$ cat config.mk
export PLATFORM = sky130hd
export DESIGN_NAME = sys_act_feeder_flat
export DESIGN_NICKNAME = d
export VERILOG_FILES = /design/src/rtl/mmu_pkg.sv /design/src/rtl/sys_act_feeder_if.sv /design/src/rtl/sys_feeder_fifo.sv /design/src/rtl/sys_act_feeder.sv /design/src/flat_wrapper.sv
export SDC_FILE = /design/constraint.sdc
export NUM_CORES = 2
export LEC_CHECK = 0
export ABC_CLOCK_PERIOD_IN_PS = 10610
export BUFFER_PORTS_ARGS = -buffer_cell sky130_fd_sc_hd__buf_2
export CAP_MARGIN = 20
export CORE_MARGIN = 2
export CORE_UTILIZATION = 60
export CTS_BUF_LIST = sky130_fd_sc_hd__clkbuf_4 sky130_fd_sc_hd__clkbuf_8
export DETAILED_ROUTE_END_ITERATION = 6
export PLACE_DENSITY = 0.79
export SLEW_MARGIN = 20
export SYNTH_ARGS = -nofsm -noshare
export SYNTH_HDL_FRONTEND = slang
export SYNTH_HIERARCHICAL = 1
export SYNTH_SLANG_ARGS = --single-unit
$ cat constraint.sdc
create_clock -name clk -period 10.61 [get_ports clk]
set_input_delay 1.061 -clock clk [delete_from_list [all_inputs] [get_ports clk]]
set_output_delay 1.061 -clock clk [all_outputs]
set_load 0.03 [all_outputs]
$ cat src/rtl/mmu_pkg.sv
// rtl/mmu_pkg.sv - shared array constants and activation feeder state type
package mmu_pkg;

  localparam int SYS_ROW_DEFAULT    = 16;
  localparam int DATA_WIDTH_DEFAULT = 16;

  typedef enum logic [1:0] {
    IDLE   = 2'd0,
    STREAM = 2'd1,
    DRAIN  = 2'd2
  } feeder_state_e;

endpackage

$ cat src/rtl/sys_act_feeder_if.sv
// rtl/sys_act_feeder_if.sv - activation vector stream into the feeder
interface sys_act_feeder_if #(
  parameter int SYS_ROW    = mmu_pkg::SYS_ROW_DEFAULT,
  parameter int DATA_WIDTH = mmu_pkg::DATA_WIDTH_DEFAULT
);

  logic                                 act_valid;
  logic                                 act_ready;
  logic [0:SYS_ROW-1][DATA_WIDTH-1:0]   act_data;

  modport master (
    output act_valid,
    output act_data,
    input  act_ready
  );

  modport slave (
    input  act_valid,
    input  act_data,
    output act_ready
  );

endinterface

$ cat src/rtl/sys_feeder_fifo.sv
// rtl/sys_feeder_fifo.sv - registered vector FIFO; written data is visible only from the next cycle
module sys_feeder_fifo #(
  parameter int WIDTH = 8,
  parameter int DEPTH = 4
) (
  input  logic             clk,
  input  logic             rstn,
  input  logic             wr_en,
  input  logic [WIDTH-1:0] wr_data,
  output logic             full,
  input  logic             rd_en,
  output logic [WIDTH-1:0] rd_data,
  output logic             empty
);

  localparam int AW = $clog2(DEPTH);
  localparam logic [AW:0] PTR_ONE = 1;

  logic [AW:0]      wr_ptr, rd_ptr;
  logic [WIDTH-1:0] mem [DEPTH];
  logic             push, pop;

  assign push    = wr_en && !full;
  assign pop     = rd_en && !empty;
  assign empty   = (wr_ptr == rd_ptr);
  // Extra pointer bit differs only when the writer has lapped the reader.
  assign full    = (wr_ptr[AW] != rd_ptr[AW]) && (wr_ptr[AW-1:0] == rd_ptr[AW-1:0]);
  assign rd_data = mem[rd_ptr[AW-1:0]];

  always_ff @(posedge clk or negedge rstn) begin
    if (!rstn) begin
      wr_ptr <= '0;
      rd_ptr <= '0;
    end else begin
      if (push) wr_ptr <= wr_ptr + PTR_ONE;
      if (pop)  rd_ptr <= rd_ptr + PTR_ONE;
    end
  end

  always_ff @(posedge clk) begin
    if (push) mem[wr_ptr[AW-1:0]] <= wr_data;
  end

endmodule

$ cat src/rtl/sys_act_feeder.sv
// rtl/sys_act_feeder.sv - activation feeder: vector FIFO, tile FSM and per-row skew triangle
module sys_act_feeder
  import mmu_pkg::*;
#(
  parameter int SYS_ROW    = SYS_ROW_DEFAULT,
  parameter int DATA_WIDTH = DATA_WIDTH_DEFAULT,
  parameter int FIFO_DEPTH = 4
) (
  input  logic                               clk,
  input  logic                               rstn,
  input  logic                               start,
  input  logic [15:0]                        len,
  sys_act_feeder_if.slave                    act,
  output logic [0:SYS_ROW-1][DATA_WIDTH-1:0] row_in,
  output logic [SYS_ROW-1:0]                 row_en,
  output logic                               busy,
  output logic                               done
);

  localparam int DCW = (SYS_ROW > 1) ? $clog2(SYS_ROW) : 1;

  feeder_state_e                      state_q, state_d;
  logic [15:0]                        cnt_q, cnt_d;
  logic [DCW-1:0]                     drain_q, drain_d;
  logic                               done_d;
  logic                               pop;
  logic                               fifo_full, fifo_empty;
  logic [0:SYS_ROW-1][DATA_WIDTH-1:0] fifo_rd;

  sys_feeder_fifo #(
    .WIDTH (SYS_ROW * DATA_WIDTH),
    .DEPTH (FIFO_DEPTH)
  ) u_fifo (
    .clk     (clk),
    .rstn    (rstn),
    .wr_en   (act.act_valid),
    .wr_data (act.act_data),
    .full    (fifo_full),
    .rd_en   (pop),
    .rd_data (fifo_rd),
    .empty   (fifo_empty)
  );

  assign act.act_ready = !fifo_full;
  assign busy          = (state_q != IDLE);

  always_ff @(posedge clk or negedge rstn) begin
    if (!rstn) begin
      state_q <= IDLE;
      cnt_q   <= '0;
      drain_q <= '0;
      done    <= 1'b0;
    end else begin
      state_q <= state_d;
      cnt_q   <= cnt_d;
      drain_q <= drain_d;
      done    <= done_d;
    end
  end

  always_comb begin
    state_d = state_q;
    cnt_d   = cnt_q;
    drain_d = drain_q;
    done_d  = 1'b0;
    pop     = 1'b0;
    case (state_q)
      IDLE: begin
        if (start) begin
          if (len == 16'd0) begin
            done_d = 1'b1;
          end else begin
            state_d = STREAM;
            cnt_d   = len;
          end
        end
      end
      STREAM: begin
        if (!fifo_empty) begin
          pop   = 1'b1;
          cnt_d = cnt_q - 16'd1;
          if (cnt_q == 16'd1) begin
            // Drain lets the last wavefront reach the bottom row before done.
            if (SYS_ROW > 1) begin
              state_d = DRAIN;
              drain_d = DCW'(SYS_ROW - 1);
            end else begin
              state_d = IDLE;
              done_d  = 1'b1;
            end
          end
        end
      end
      DRAIN: begin
        drain_d = drain_q - DCW'(1);
        if (drain_q == DCW'(1)) begin
          state_d = IDLE;
          done_d  = 1'b1;
        end
      end
      default: state_d = IDLE;
    endcase
  end

  // Row r holds r+1 stages, so every row sees the same pop/bubble stream delayed by r.
  for (genvar r = 0; r < SYS_ROW; r++) begin : g_row
    logic [DATA_WIDTH-1:0] d_q  [0:r];
    logic                  en_q [0:r];

    always_ff @(posedge clk or negedge rstn) begin
      if (!rstn) begin
        for (int k = 0; k <= r; k++) begin
          d_q[k]  <= '0;
          en_q[k] <= 1'b0;
        end
      end else begin
        d_q[0]  <= pop ? fifo_rd[r] : '0;
        en_q[0] <= pop;
        for (int k = 1; k <= r; k++) begin
          d_q[k]  <= d_q[k-1];
          en_q[k] <= en_q[k-1];
        end
      end
    end

    assign row_in[r] = d_q[r];
    assign row_en[r] = en_q[r];
  end

endmodule

$ cat src/flat_wrapper.sv
// flat-port wrapper written by rule: the top's interface ports become plain ports
module sys_act_feeder_flat import mmu_pkg::*;
#(
  parameter int SYS_ROW    = SYS_ROW_DEFAULT,
  parameter int DATA_WIDTH = DATA_WIDTH_DEFAULT,
  parameter int FIFO_DEPTH = 4
)
  (clk, rstn, start, len, row_in, row_en, busy, done, act_act_valid, act_act_data, act_act_ready);
  sys_act_feeder_if #(.SYS_ROW(SYS_ROW), .DATA_WIDTH(DATA_WIDTH)) act_i ();
  input  logic clk;
  input  logic rstn;
  input  logic start;
  input  logic [15:0] len;
  output logic [0:SYS_ROW-1][DATA_WIDTH-1:0] row_in;
  output logic [SYS_ROW-1:0] row_en;
  output logic busy;
  output logic done;
  input wire logic [$bits(act_i.act_valid)-1:0] act_act_valid;
  input wire logic [$bits(act_i.act_data)-1:0] act_act_data;
  output wire logic [$bits(act_i.act_ready)-1:0] act_act_ready;
  assign act_i.act_valid = act_act_valid;
  assign act_i.act_data = act_act_data;
  assign act_act_ready = act_i.act_ready;
  sys_act_feeder #(.SYS_ROW(SYS_ROW), .DATA_WIDTH(DATA_WIDTH), .FIFO_DEPTH(FIFO_DEPTH)) u_core (.clk(clk), .rstn(rstn), .start(start), .len(len), .act(act_i), .row_in(row_in), .row_en(row_en), .busy(busy), .done(done));
endmodule
==> metrics.txt <==
outcome complete, no violations; Clock Pin Slew Worst Setup and Hold Paths about 0.070 ns; Post-synth top flop dfrtp_1; Pwr Total roughly 0.035 W; Final Net Count 5,310; Core Util, Final 69.0%; Top Family by Delay on Critical Path buffers and inverters; Final Hold Fails 0; Clock Tree Buf Depth 4; post-synth cell types slightly below 60; hold path cells 1; die area between 150,000 and 200,000 um^2; EDFF count, synth between 1,000 and 1,500; setup violators final 0; synthesized cell area 97,400 um^2; port bufs 550; I/O pin count about 550; post-synthesis register bit count roughly 3,200; hold path startpoint act_act_data[155]; CP Capture Type flop; fin crit period between 4 and 5 ns; Vias per Instance about 5.1; worst slew pin tran 1.11 ns; cell accounting for the most synthesized area dfrtp_1; worst skew pair latency 1.08 ns; Setup Fix Bufs, Post-CTS 0; r2r endpoint u_core/u_fifo/mem[2][95]; worst reg2reg startpoint u_core/u_fifo/rd_ptr[0]; maximum VDD drop between 300 and 400 uV; max cap viols 0; antenna violations before repair 84; Synth Area in Simple Gates about 2.1%; TritonCTS Sinks between 3,000 and 4,000; Ys Warns 6; Critical Path RT between 10 and 15 ns; Mapped Cells between 4,000 and 5,000; pwr/cell area around 320 nW/um^2; Post-Place Cells approximately 6,700; final number of max-transition violations 0; most frequent CP cell buf_4; hpwl dp approximately 96 mm; most numerous cell in the Yosys netlist dfrtp_1; post-synthesis mux area share about 6%; fmax 221 MHz; drt total wl 166 mm; critical path type reg -> reg; layout cell share with drive strength beyond 1 31.6%; largest net degree at the start of global routing roughly 220; Mapped Nets about 4,600; Crit Path Max Fanout 63; adder-cell share of the synthesized area less than 1%; root buffer cell clkbuf_8; final clock skew 0.0914 ns; Place WS 6.07 ns; via count slightly below 40,000; final worst path period share a little over two fifths; Setup crit start kind flop; DR WL/cell 21.8 um; CTS resizes 0; Critical Path Start u_core/u_fifo/rd_ptr[0]; total grt overflow 0; largest family of logic cells by synthesized area multiplexers; Cell Chain, Critical Path xnor2_2 > nand3_1 > and3_4 > buf_4 > buf_4; Core Region about 160,000 um^2; post-synthesis compound-gate area fraction less than 1%; Async SR Flop Fraction roughly 68%; worst relative slew slack between 20% and 30%; die width 407 um; P&R area growth vs syn 14.1%; CTS tree done; first-pass GRT wire length 251 mm; final worst slack 6.09 ns; post-synth top area share 57.1%; die height roughly 410 um; register area share after synthesis 88.7%; Hold Path Class in -> reg; antenna-violating nets left 0; RSZ-0062 raised after global routing false; CTS H-tree depth 5; Mean Syn Cell Area 22.7 um^2; DRC viols 0; worst path bufs/invs 2; initial drt markers about 3,200; Initial Utilization between 60 and 70%; critical path's largest stage delay around 1.0 ns; CP arrival slightly above 5 ns; r2r worst-path depth 5; CP max stage cell dfrtp_4; vias in the first global route about 43,000; global placement routability congestion ~0.8; GR Util All Layers between 20% and 30%; setup tns final 0 ns; # rows ~150; TritonCTS buffer count ~470; Final Non-Filler Cells about 7,600; XOR/XNOR share of the synthesized area less than 1%; DRT Pass-1 Iters 5; top cells by area, synth dfrtp_1 57%, edfxtp_1 32%, mux4_2 5.9%; Pleak 46.9 nW; list of most frequent post-synthesis cells 2,221 x dfrtp_1, 1,024 x edfxtp_1, 258 x and2_1; flop2flop setup slack roughly 6 ns; hold path endpoint u_core/u_fifo/mem[2][155]
==> layout make-up <==
class | count | area, um^2
sequential | 3245 | 86300
inverter | 11 | 41.3
tap | 2160 | 2700
clock inverter | 111 | 777
antenna | 29 | 72.6
multi-input combinational | 693 | 8590
clock buffer | 748 | 9200
fill | 9217 | 49800
timing repair buffer | 601 | 3370
==> registers in the layout (all words and copies together), names as in the netlist <==
signal / count
u_core/row_en: 3
u_core/u_fifo/mem: 1024
u_core/done: 1
u_core/state_q: 2
u_core/u_fifo/wr_ptr: 3
u_core/row_in: 240
u_core/drain_q: 4
u_core/g_row.d_q: 1936
u_core/u_fifo/rd_ptr: 3
u_core/g_row.en_q: 13
u_core/cnt_q: 16
==> worst max path at each step <==
stage | end | slack [ns] | cells past startpoint
2_1_floorplan | u_core/u_fifo/mem[0][0] | 3.02 | 1
3_3_place_gp | u_core/u_fifo/mem[1][89] | 6.15 | 5
3_5_place_dp | u_core/u_fifo/mem[0][92] | 6.07 | 5
4_1_cts | u_core/u_fifo/mem[0][62] | 6.02 | 5
5_1_grt | u_core/u_fifo/mem[1][60] | 5.85 | 5
6_report | u_core/u_fifo/mem[2][95] | 6.09 | 5
==> through the flow <==
step | area, um^2 | hold slack (ns)
after floorplan | 97400 | 0.331
after global placement | 101000 | 0.331
after detailed placement | 101000 | 0.335
after CTS | 111000 | 0.0376
after global routing | 111000 | 0.102
final | 111000 | 0.200
==> metal layers <==
| layer | part of all wire, % | wire length, um | track usage, % |
|---|---|---|---|
| met1 | 37 | 61200 | 25.3 |
| met3 | 6.1 | 10100 | 5.71 |
| met5 | 0.25 | 421 | 0 |
| met2 | 53 | 87500 | 34.3 |
| met4 | 3.9 | 6510 | 9.66 |
==> cell families after synthesis <==
family	Yosys count
adder cells (fa/ha/maj)	9
flip-flops	3245
multiplexers	256
AO/OA/AOI/OAI	67
buffers and inverters	346
XOR/XNOR	12
AND/OR/NAND/NOR	349
==> cells in the final DEF, fill, tap and decap left out, types with 27 or more instances in the layout <==
master    synthesis  final
and2_1          258    258
buf_2            32    549
buf_4           243     34
clkbuf_4          0    175
clkbuf_8          0    573
clkinv_1          0     29
clkinv_2          0     64
dfrtp_1        2221   2219
diode_2           0     29
edfxtp_1       1024   1024
mux4_2          256    256
nand2_1          27     27
==> power by group <==
group          switching, W  total (W)  internal (W)
sequential          0.00171     0.0197        0.0180
clock               0.00437     0.0101       0.00570
combinational       0.00335    0.00531       0.00196
total               0.00943     0.0351        0.0257
==> worst reg2reg max path: cells and delay by family, from the launching register on <==
family	cells	cell delay (ns)
XOR/XNOR	1	0.28
AND/OR/NAND/NOR	2	0.79
flip-flops	1	1.02
buffers and inverters	2	1.86
==> what timing repair did <==
action                                  CTS  global route
hold buffers                              1             0
endpoints found under the setup margin    0             0
endpoints found under the hold margin    98             0
(Power assumes the default switching activity.)
